==> src/rtl/cpu_pkg.sv <==
// Shared definitions for param_cpu_core: instruction field positions, opcode
// encodings, controller state encoding and small opcode-class helpers.
package cpu_pkg;

  localparam int OP_HI  = 15;
  localparam int OP_LO  = 11;
  localparam int RD_HI  = 10;
  localparam int RD_LO  = 8;
  localparam int RS_HI  = 7;
  localparam int RS_LO  = 5;
  localparam int SH_HI  = 4;
  localparam int SH_LO  = 1;
  localparam int IMM_HI = 7;
  localparam int IMM_LO = 0;

  typedef enum logic [4:0] {
    OP_HALT  = 5'd0,
    OP_MV    = 5'd1,
    OP_NOT   = 5'd2,
    OP_AND   = 5'd3,
    OP_OR    = 5'd4,
    OP_XOR   = 5'd5,
    OP_ADD   = 5'd6,
    OP_SUB   = 5'd7,
    OP_COMP  = 5'd8,
    OP_ANDI  = 5'd9,
    OP_ADDI  = 5'd10,
    OP_SRI   = 5'd11,
    OP_SLI   = 5'd12,
    OP_LUI   = 5'd13,
    OP_LI    = 5'd14,
    OP_BEQ   = 5'd15,
    OP_BNE   = 5'd16,
    OP_LOAD  = 5'd17,
    OP_STORE = 5'd18
  } opcode_t;

  typedef enum logic [2:0] {
    S_FETCH,
    S_FETCH_WAIT,
    S_EXECUTE,
    S_WRITE_BACK,
    S_MEM_WAIT,
    S_NEXT,
    S_HALT
  } state_t;

  // Register-register ops go through a registered alu_out before write-back.
  function automatic logic is_alu_op(input opcode_t op);
    return op inside {OP_NOT, OP_AND, OP_OR, OP_XOR, OP_ADD, OP_SUB, OP_COMP};
  endfunction

  function automatic logic is_single_op(input opcode_t op);
    return op inside {OP_MV, OP_ANDI, OP_ADDI, OP_SRI, OP_SLI, OP_LUI, OP_LI};
  endfunction

  function automatic logic uses_imm(input opcode_t op);
    return op inside {OP_ANDI, OP_ADDI, OP_LUI, OP_LI};
  endfunction

endpackage

==> src/rtl/cpu_alu.sv <==
// Combinational ALU: a is the rd operand, b is rs or the zero-extended
// immediate, shift is the 4-bit logical shift amount.
module cpu_alu
  import cpu_pkg::*;
#(
  parameter int DATA_W = 16
) (
  input  opcode_t           op,
  input  logic [DATA_W-1:0] a,
  input  logic [DATA_W-1:0] b,
  input  logic [3:0]        shift,
  output logic [DATA_W-1:0] result
);

  always_comb begin
    result = a;
    case (op)
      OP_MV:           result = b;
      OP_NOT:          result = ~b;
      OP_AND, OP_ANDI: result = a & b;
      OP_OR:           result = a | b;
      OP_XOR:          result = a ^ b;
      OP_ADD, OP_ADDI: result = a + b;
      OP_SUB:          result = a - b;
      OP_COMP:         result = (a == b) ? DATA_W'(1) : '0;
      OP_SRI:          result = a >> shift;
      OP_SLI:          result = a << shift;
      OP_LUI:          result = {b[7:0], {(DATA_W-8){1'b0}}};
      OP_LI:           result = {a[DATA_W-1:8], b[7:0]};
      default:         result = a;
    endcase
  end

endmodule

==> src/rtl/param_cpu_core.sv <==
// Multi-cycle parameterised CPU core: fetch/execute controller, register file
// and a single request/ready memory port shared by fetches, loads and stores.
module param_cpu_core
  import cpu_pkg::*;
#(
  parameter int DATA_W   = 16,
  parameter int ADDR_W   = 5,
  parameter int NUM_REGS = 8
) (
  input  logic              clock,
  input  logic              reset,
  input  logic              start_execution,
  input  logic              mem_ready,
  input  logic [DATA_W-1:0] mem_read_data,
  output logic [ADDR_W-1:0] mem_addr,
  output logic [DATA_W-1:0] mem_write_data,
  output logic              mem_req,
  output logic              mem_write,
  output logic [DATA_W-1:0] alu_out,
  output logic [ADDR_W-1:0] pc,
  output logic              retired,
  output logic              halted
);

  state_t            state, state_next;
  logic [15:0]       instr;
  logic [DATA_W-1:0] regs [NUM_REGS];

  opcode_t           op;
  logic [2:0]        rd_idx, rs_idx;
  logic [7:0]        imm;
  logic [3:0]        shamt;
  logic [DATA_W-1:0] rd_val, rs_val, alu_b, alu_result;
  logic [ADDR_W-1:0] branch_target, load_addr;

  function automatic logic [2:0] reg_index(input logic [2:0] field);
    return 3'(32'(field) % NUM_REGS);
  endfunction

  assign op     = opcode_t'(instr[OP_HI:OP_LO]);
  assign rd_idx = reg_index(instr[RD_HI:RD_LO]);
  assign rs_idx = reg_index(instr[RS_HI:RS_LO]);
  assign imm    = instr[IMM_HI:IMM_LO];
  assign shamt  = instr[SH_HI:SH_LO];
  assign rd_val = regs[rd_idx];
  assign rs_val = regs[rs_idx];
  assign alu_b  = uses_imm(op) ? {{(DATA_W-8){1'b0}}, imm} : rs_val;

  // Branch offset is a 7-bit signed value subtracted from the current pc.
  assign branch_target = pc - ADDR_W'($signed(imm[6:0]));
  assign load_addr     = rs_val[ADDR_W-1:0] + ADDR_W'(shamt);

  cpu_alu #(.DATA_W(DATA_W)) u_alu (
    .op    (op),
    .a     (rd_val),
    .b     (alu_b),
    .shift (shamt),
    .result(alu_result)
  );

  always_ff @(posedge clock) begin
    if (reset) state <= S_FETCH;
    else       state <= state_next;
  end

  always_comb begin
    state_next = state;
    retired    = 1'b0;
    case (state)
      S_FETCH:      if (start_execution) state_next = S_FETCH_WAIT;
      S_FETCH_WAIT: if (mem_ready) state_next = S_EXECUTE;
      S_EXECUTE: begin
        if (op == OP_HALT) begin
          state_next = S_HALT;
        end else if (is_alu_op(op)) begin
          state_next = S_WRITE_BACK;
        end else if (op == OP_LOAD || op == OP_STORE) begin
          state_next = S_MEM_WAIT;
        end else if (op == OP_BEQ || op == OP_BNE) begin
          state_next = S_FETCH;
          retired    = 1'b1;
        end else begin
          state_next = S_NEXT;
        end
      end
      S_WRITE_BACK: state_next = S_NEXT;
      S_MEM_WAIT:   if (mem_ready) state_next = S_NEXT;
      S_NEXT: begin
        state_next = S_FETCH;
        retired    = 1'b1;
      end
      S_HALT:       state_next = S_HALT;
      default:      state_next = S_FETCH;
    endcase
  end

  // Memory-port outputs are registered, so they stay put until the ready cycle.
  always_ff @(posedge clock) begin
    if (reset) begin
      pc             <= '0;
      alu_out        <= '0;
      mem_req        <= 1'b0;
      mem_write      <= 1'b0;
      mem_addr       <= '0;
      mem_write_data <= '0;
      halted         <= 1'b0;
      instr          <= '0;
      for (int i = 0; i < NUM_REGS; i++) regs[i] <= '0;
    end else begin
      case (state)
        S_FETCH: begin
          if (start_execution) begin
            mem_req   <= 1'b1;
            mem_write <= 1'b0;
            mem_addr  <= pc;
          end
        end
        S_FETCH_WAIT: begin
          if (mem_ready) begin
            instr   <= mem_read_data[15:0];
            mem_req <= 1'b0;
          end
        end
        S_EXECUTE: begin
          if (op == OP_HALT) begin
            halted <= 1'b1;
          end else if (is_alu_op(op)) begin
            alu_out <= alu_result;
          end else if (is_single_op(op)) begin
            regs[rd_idx] <= alu_result;
          end else if (op == OP_BEQ) begin
            pc <= rd_val[0] ? branch_target : pc + 1'b1;
          end else if (op == OP_BNE) begin
            pc <= !rd_val[0] ? branch_target : pc + 1'b1;
          end else if (op == OP_LOAD) begin
            mem_req   <= 1'b1;
            mem_write <= 1'b0;
            mem_addr  <= load_addr;
          end else if (op == OP_STORE) begin
            mem_req        <= 1'b1;
            mem_write      <= 1'b1;
            mem_addr       <= rs_val[ADDR_W-1:0];
            mem_write_data <= rd_val;
          end
        end
        S_WRITE_BACK: regs[rd_idx] <= alu_out;
        S_MEM_WAIT: begin
          if (mem_ready) begin
            mem_req   <= 1'b0;
            mem_write <= 1'b0;
            if (op == OP_LOAD) regs[rd_idx] <= mem_read_data;
          end
        end
        S_NEXT:  pc <= pc + 1'b1;
        default: ;
      endcase
    end
  end

endmodule

==> config.mk <==
export PLATFORM = sky130hd
export DESIGN_NAME = param_cpu_core
export DESIGN_NICKNAME = d
export VERILOG_FILES = /design/src/rtl/cpu_pkg.sv /design/src/rtl/cpu_alu.sv /design/src/rtl/param_cpu_core.sv
export SDC_FILE = /design/constraint.sdc
export NUM_CORES = 1
export LEC_CHECK = 0
export ABC_AREA = 0
export BUFFER_PORTS_ARGS = -buffer_cell sky130_fd_sc_hd__buf_4
export CORE_ASPECT_RATIO = 2
export CORE_MARGIN = 2
export CORE_UTILIZATION = 63
export CTS_CLUSTER_SIZE = 28
export DETAILED_ROUTE_END_ITERATION = 12
export MAX_ROUTING_LAYER = met4
export PLACE_DENSITY_LB_ADDON = 0.05
export SYNTH_ARGS = -nofsm -noshare
export SYNTH_HDL_FRONTEND = slang
export SYNTH_HIERARCHICAL = 1
export SYNTH_SLANG_ARGS = --single-unit
export TNS_END_PERCENT = 10
==> constraint.sdc <==
create_clock -name clock -period 5.1 [get_ports clock]
set_input_delay 0.765 -clock clock [delete_from_list [all_inputs] [get_ports clock]]
set_output_delay 0.765 -clock clock [all_outputs]
set_load 0.02 [all_outputs]
== Word-level counts from Yosys, hierarchy flattened ==
Memories as Yosys holds them, arrays and structs flattened. A register that Yosys moved wholly into a read port is not among the register bits.
Cells that the tools add are included.

* Register bits after elaboration: 64
* Memory bits (writable): 128
* Bits of input ports: 20
* Output and inout bits: 46
* Logic and storage cells: 165
* Memories: 1

{| class="wikitable"
|+ Memories
! name !! words !! width !! read ports !! clocked after memory_dff !! write ports !! RTL line !! RTL
|-
| regs || 8 || 16 || 2 || 2 || 8 || param_cpu_core.sv:27 || <nowiki>logic [DATA_W-1:0] regs [NUM_REGS];</nowiki>
|}

* Add/subtract/negate cells: 5
* Eq/ne operators: 36
* Shift-type cells: 2
* Muxes and demuxes: 76
* Bitwise gates (word level): 12
* Reductions and logical operators: 24

{| class="wikitable"
|+ Operators by type and width
! kind !! number
|-
| 16-bit one-hot mux with 12 select lines || 1
|-
| 5-bit 2-to-1 mux || 15
|-
| 16-bit 2-to-1 mux || 4
|-
| 5-bit by 4-bit equality test with 1-bit output (second input constant) || 8
|-
| 1-bit 2-to-1 mux || 38
|-
| 3-bit 2-to-1 mux || 12
|-
| 5-bit by 3-bit equality test with 1-bit output (second input constant) || 4
|-
| 5-bit one-hot mux with 2 select lines || 2
|-
| 3-bit one-hot mux with 6 select lines || 1
|-
| 9-bit AND reduction || 2
|-
| 16-bit adder || 1
|-
| 16-bit bitwise AND || 1
|-
| 16-bit equality test || 1
|-
| 2-bit != test (second input constant) || 8
|-
| 16-bit NOT || 1
|-
| 16-bit OR || 1
|-
| 8-bit AND reduction || 2
|-
| 16-bit OR reduction || 1
|-
| 16-bit by 4-bit left shift with 16-bit output || 1
|-
| 16-bit by 4-bit right shift with 16-bit output || 1
|-
| 16-bit subtractor || 1
|-
| 16-bit bitwise XOR || 1
|-
| 5-bit equality test (second input constant) || 3
|-
| 7-bit nonzero test || 2
|-
| 24 further kinds || 43
|}

== Longest topological paths before layout ==
* Depth in word-level cells: 12
* Depth in mapped cells: 21
* Depth with buffers taken out: 18

== By module ==
Netlist, hierarchy kept.

{| class="wikitable"
|+ Modules (own cells, without submodules)
! module !! instances !! cells each !! area an instance (um2) !! sequential area each (um2)
|-
| param_cpu_core || 1 || 846 || 10105.9 || 5245.0
|-
| cpu_alu || 1 || 643 || 4459.3 || 0.0
|}

== Worst setup path before layout ==
No wires, ideal clock.

* Kind: register to register
* Start: register with a tool-made name
* End: memory regs[0][11], data pin
* Library setup time: 271 ps
* Data arrival time: 4285 ps
* Data required time: 4829 ps
* Setup slack: 544 ps
* Cell stages (with the launch flop): 20
* Buffers on the path: 3
* Period minus slack after synthesis: 4556 ps
* Cell sequence: dfxtp_1 > clkbuf_1 > clkbuf_1 > mux4_2 > mux2i_1 > o21ai_0 > inv_1 > ha_1 > buf_2 > o21ai_0 > nor2_1 > o41a_1 > or2_2 > a221o_1 > o21ai_0 > a22oi_1 > mux2i_1 > nor2_1 > a21oi_1 > nor2_1

{| class="wikitable"
|+ RTL lines
! item !! RTL line
|-
| to (decl) || param_cpu_core.sv:27
|}

==> reports/metrics.yaml <==
clocking:
  clock-sinks: 198
  clockBufferDepth: 2
  clk_pin_slew_ns: 0.07
  htreeDepth: 4
  clockRootBuffer: "clkbuf_16"
  cts_tree: "yes"
  ctsHoldBuffers: 0
  clk-insertion-delay-late_ns: 0.47
  cts_made_buffers: 17
logic_synthesis:
  synth-xor-area-share: 0.00722
  async_flop_share: 0
  synthCells: 1489
  syn_area_um2: 14600
  avgSynthCellArea_um2: 9.78
  ys_seq_elements: 198
  synth-edff-count: 128
  yosysUniqueCellTypes: 93
  ys_warn_count: 6
  synth.net_count: 1578
  synth_top_family_by_area: "multiplexers"
  seq_area_frac_synth: 0.360
  synthFlopType: "edfxtp_1"
  yosys.area_share.simple: 0.169
  synth_compound_area_frac: 0.150
  synthAdderAreaFrac: 0.0620
  synthMuxAreaShare: 0.203
route:
  drc_errors: 0
  post_drt_wl_per_cell_um: 29.8
  routed_wl_um: 55700
  viasPerCell: 7.21
  drt_iter0_drc: 1580
  drt-pass1-iter-count: 6
  ant_nets: 0
  routed-via-count: 13500
global_route:
  overflow: 0
  grt_pass1_wl_um: 82900
  track_usage: 0.475
  grt_pass1_vias: 13700
  grt_antenna_before_repair: 1
  grt_max_degree: 79
floorplanning:
  start_util: 0.641
  die_y_um: 219
  coreArea_um2: 22700
  die_w_um: 112
  rows: 78
  fp.dieArea_um2: 24400
  ioPinCount: 66
setup_path:
  crit_fanout: 15
  cp.arrival_ns: 5.17
  crit_family: "simple AND/OR/NAND/NOR gates"
  slowest_delay_ns: 0.67
  crit_type: "flop to flop"
  cp.required_ns: 5.27
  cp-end-kind: "flop"
  crit_slowest_cell: "a21oi_1"
  crit_buf_inv: 3
  path_cells: "xor2_2 -> and3_1 -> buf_4 -> nand2_1 -> o21ai_0 -> inv_1 -> ha_1 -> buf_4 -> or2_2 -> nor3_1 -> nand2_1 -> o21ai_0 -> nor3_1 -> a21oi_1 -> mux2i_1 -> nor2_1 -> a21oi_1 -> nor2_1"
  start_kind: "flop"
timing:
  fmax_mhz: 200
  worst_pin_slew_ns: 1.12
  finalCritPeriodShare: 0.979
  clock_skew_ns: 0.0171
  setup_tns_ns: 0
  maxSlewViolCount: 0
  relSlewSlack: 0.251
  finalCriticalPeriod_ns: 4.99
  setup_viol: 0
  holdWs_ns: 0.482
  layout_setup_ws_ns: 0.105
  hold_violations: 0
  rsz0062_at_grt: "true"
run:
  drv_cap: 0
layout:
  nFillCells: 1634
  multi_input_area_um2: 8680
  seqCellArea_um2: 5250
  layout.nets: 1666
  syn2layout_area_growth_pct: 12.8
  layout-drive-gt1-share: 0.223
place:
  place_ws_ns: -0.0367
  hpwl_um: 40200
  portBuffers: 65
  place_congestion: 1.10
power:
  p_per_area_nw_per_um2: 299
  irDropWorstVdd_mv: 0.454
  cellLeakagePower_nw: 6.26
run_status:
  status: "finished, final reports clean"
worst_hold_path:
  min-delay-path-class: "flop to flop"
-- routing by layer --
layer	track usage	vias up	wire, µm
li1	-	5709	-
met3	0.0947	403	4840
met2	0.787	981	27700
met5	-	-	0
met4	0.441	0	6330
met1	0.461	6404	16900
-- area by class of cell --
cell class	count	area share
Tap cell	280	0.0213
Multi-Input combinational cell	1125	0.528
Sequential cell	198	0.319
Clock buffer	18	0.0261
Timing Repair Buffer	172	0.0821
Antenna cell	1	0.000152
Inverter	63	0.0144
Clock inverter	14	0.00807
-- Yosys cell counts (8+ instances only) --
library cell,n,area share
nand2_1,87,0.022
a22oi_1,9,0.0046
o2111ai_1,8,0.0048
o22ai_1,19,0.0082
a211oi_1,20,0.010
mux2_2,27,0.021
and2_1,9,0.0039
edfxtp_1,128,0.26
inv_1,61,0.016
nor4_1,12,0.0052
ha_1,65,0.056
buf_2,41,0.014
a21oi_1,96,0.033
clkbuf_1,49,0.013
or3_1,13,0.0056
mux2i_1,98,0.067
nor2_1,260,0.067
a221oi_1,12,0.0072
mux4_2,71,0.11
a21o_1,11,0.0057
nor2b_1,21,0.0090
nand2b_1,19,0.0082
a31oi_1,9,0.0039
nor3_1,26,0.0089
dfxtp_1,70,0.096
nand3_1,15,0.0052
o21ai_0,58,0.020
-- worst paths after layout --
kind	from	endpoint	slack, ns	cells after the start
worst min-delay path	mem_addr[2]	mem_addr[2]	0.48	2
worst min register to register	mem_addr[2]	mem_addr[2]	0.48	2
worst max register to register	instr[12]	regs[2][0]	0.11	18
worst max-delay path	instr[12]	regs[2][0]	0.11	18
-- logic make-up (layout without fill, tap and decap cells) --
group	count (synthesis)	after routing
AND/OR/NAND/NOR	515	515
AO/OA/AOI/OAI	326	326
XOR/XNOR	12	12
other	0	1
buffers and inverters	166	267
multiplexers	202	202
flip-flops	198	198
adder cells (fa/ha/maj)	70	70
-- flip-flops by register name, summed over array words and instances (netlist names), 3 cells and up, named ones only --
register / count
regs: 128
instr: 16
alu_out: 16
state: 3
mem_addr: 5
pc: 5
mem_write_data: 16
-- power by group --
part           internal, W  total (W)  switching, W
clock network     0.000647    0.00132      0.000676
registers          0.00176    0.00182     0.0000568
logic             0.000654    0.00177       0.00111
-- through the flow --
stage | util | power, W | cell area, µm² | instances
6_report | 0.723 | 0.00491 | 16400 | 1871
5_1_grt | 0.723 | 0.00504 | 16400 | 1871
4_1_cts | 0.718 | 0.00479 | 16300 | 1865
3_5_place_dp | 0.693 | 0.00349 | 15800 | 1833
3_3_place_gp | 0.693 | 0.00347 | 15800 | 1833
2_1_floorplan | - | 0.00285 | 14600 | 1489
-- placed cells by master (no fill, tap or decap), types with 60 or more instances in the layout --
cell type / n
a21oi_1: 92
nand2_1: 87
ha_1: 65
dfxtp_1: 66
edfxtp_1: 128
buf_4: 167
mux4_2: 71
mux2i_1: 98
nor2_1: 257
inv_1: 60
-- worst register-to-register path, cell delays in order, from the launching register on --
cell     delay (ns)
dfxtp_1        0.38
xor2_2         0.35
and3_1         0.42
buf_4          0.28
nand2_1        0.07
o21ai_0        0.24
inv_1          0.16
ha_1           0.44
buf_4          0.18
or2_2          0.13
nor3_1         0.05
nand2_1        0.25
o21ai_0        0.27
nor3_1         0.23
a21oi_1        0.09
mux2i_1        0.28
nor2_1         0.07
a21oi_1        0.67
nor2_1         0.14
-- what timing repair did --
action / 4_1_cts / 5_1_grt
gates resized for setup: 2 / 15
endpoints found under the setup margin: 9 / 97
setup buffers: 0 / 4
gates cloned: 0 / 1
pin swaps: 0 / 1
(Power assumes the default switching activity.)
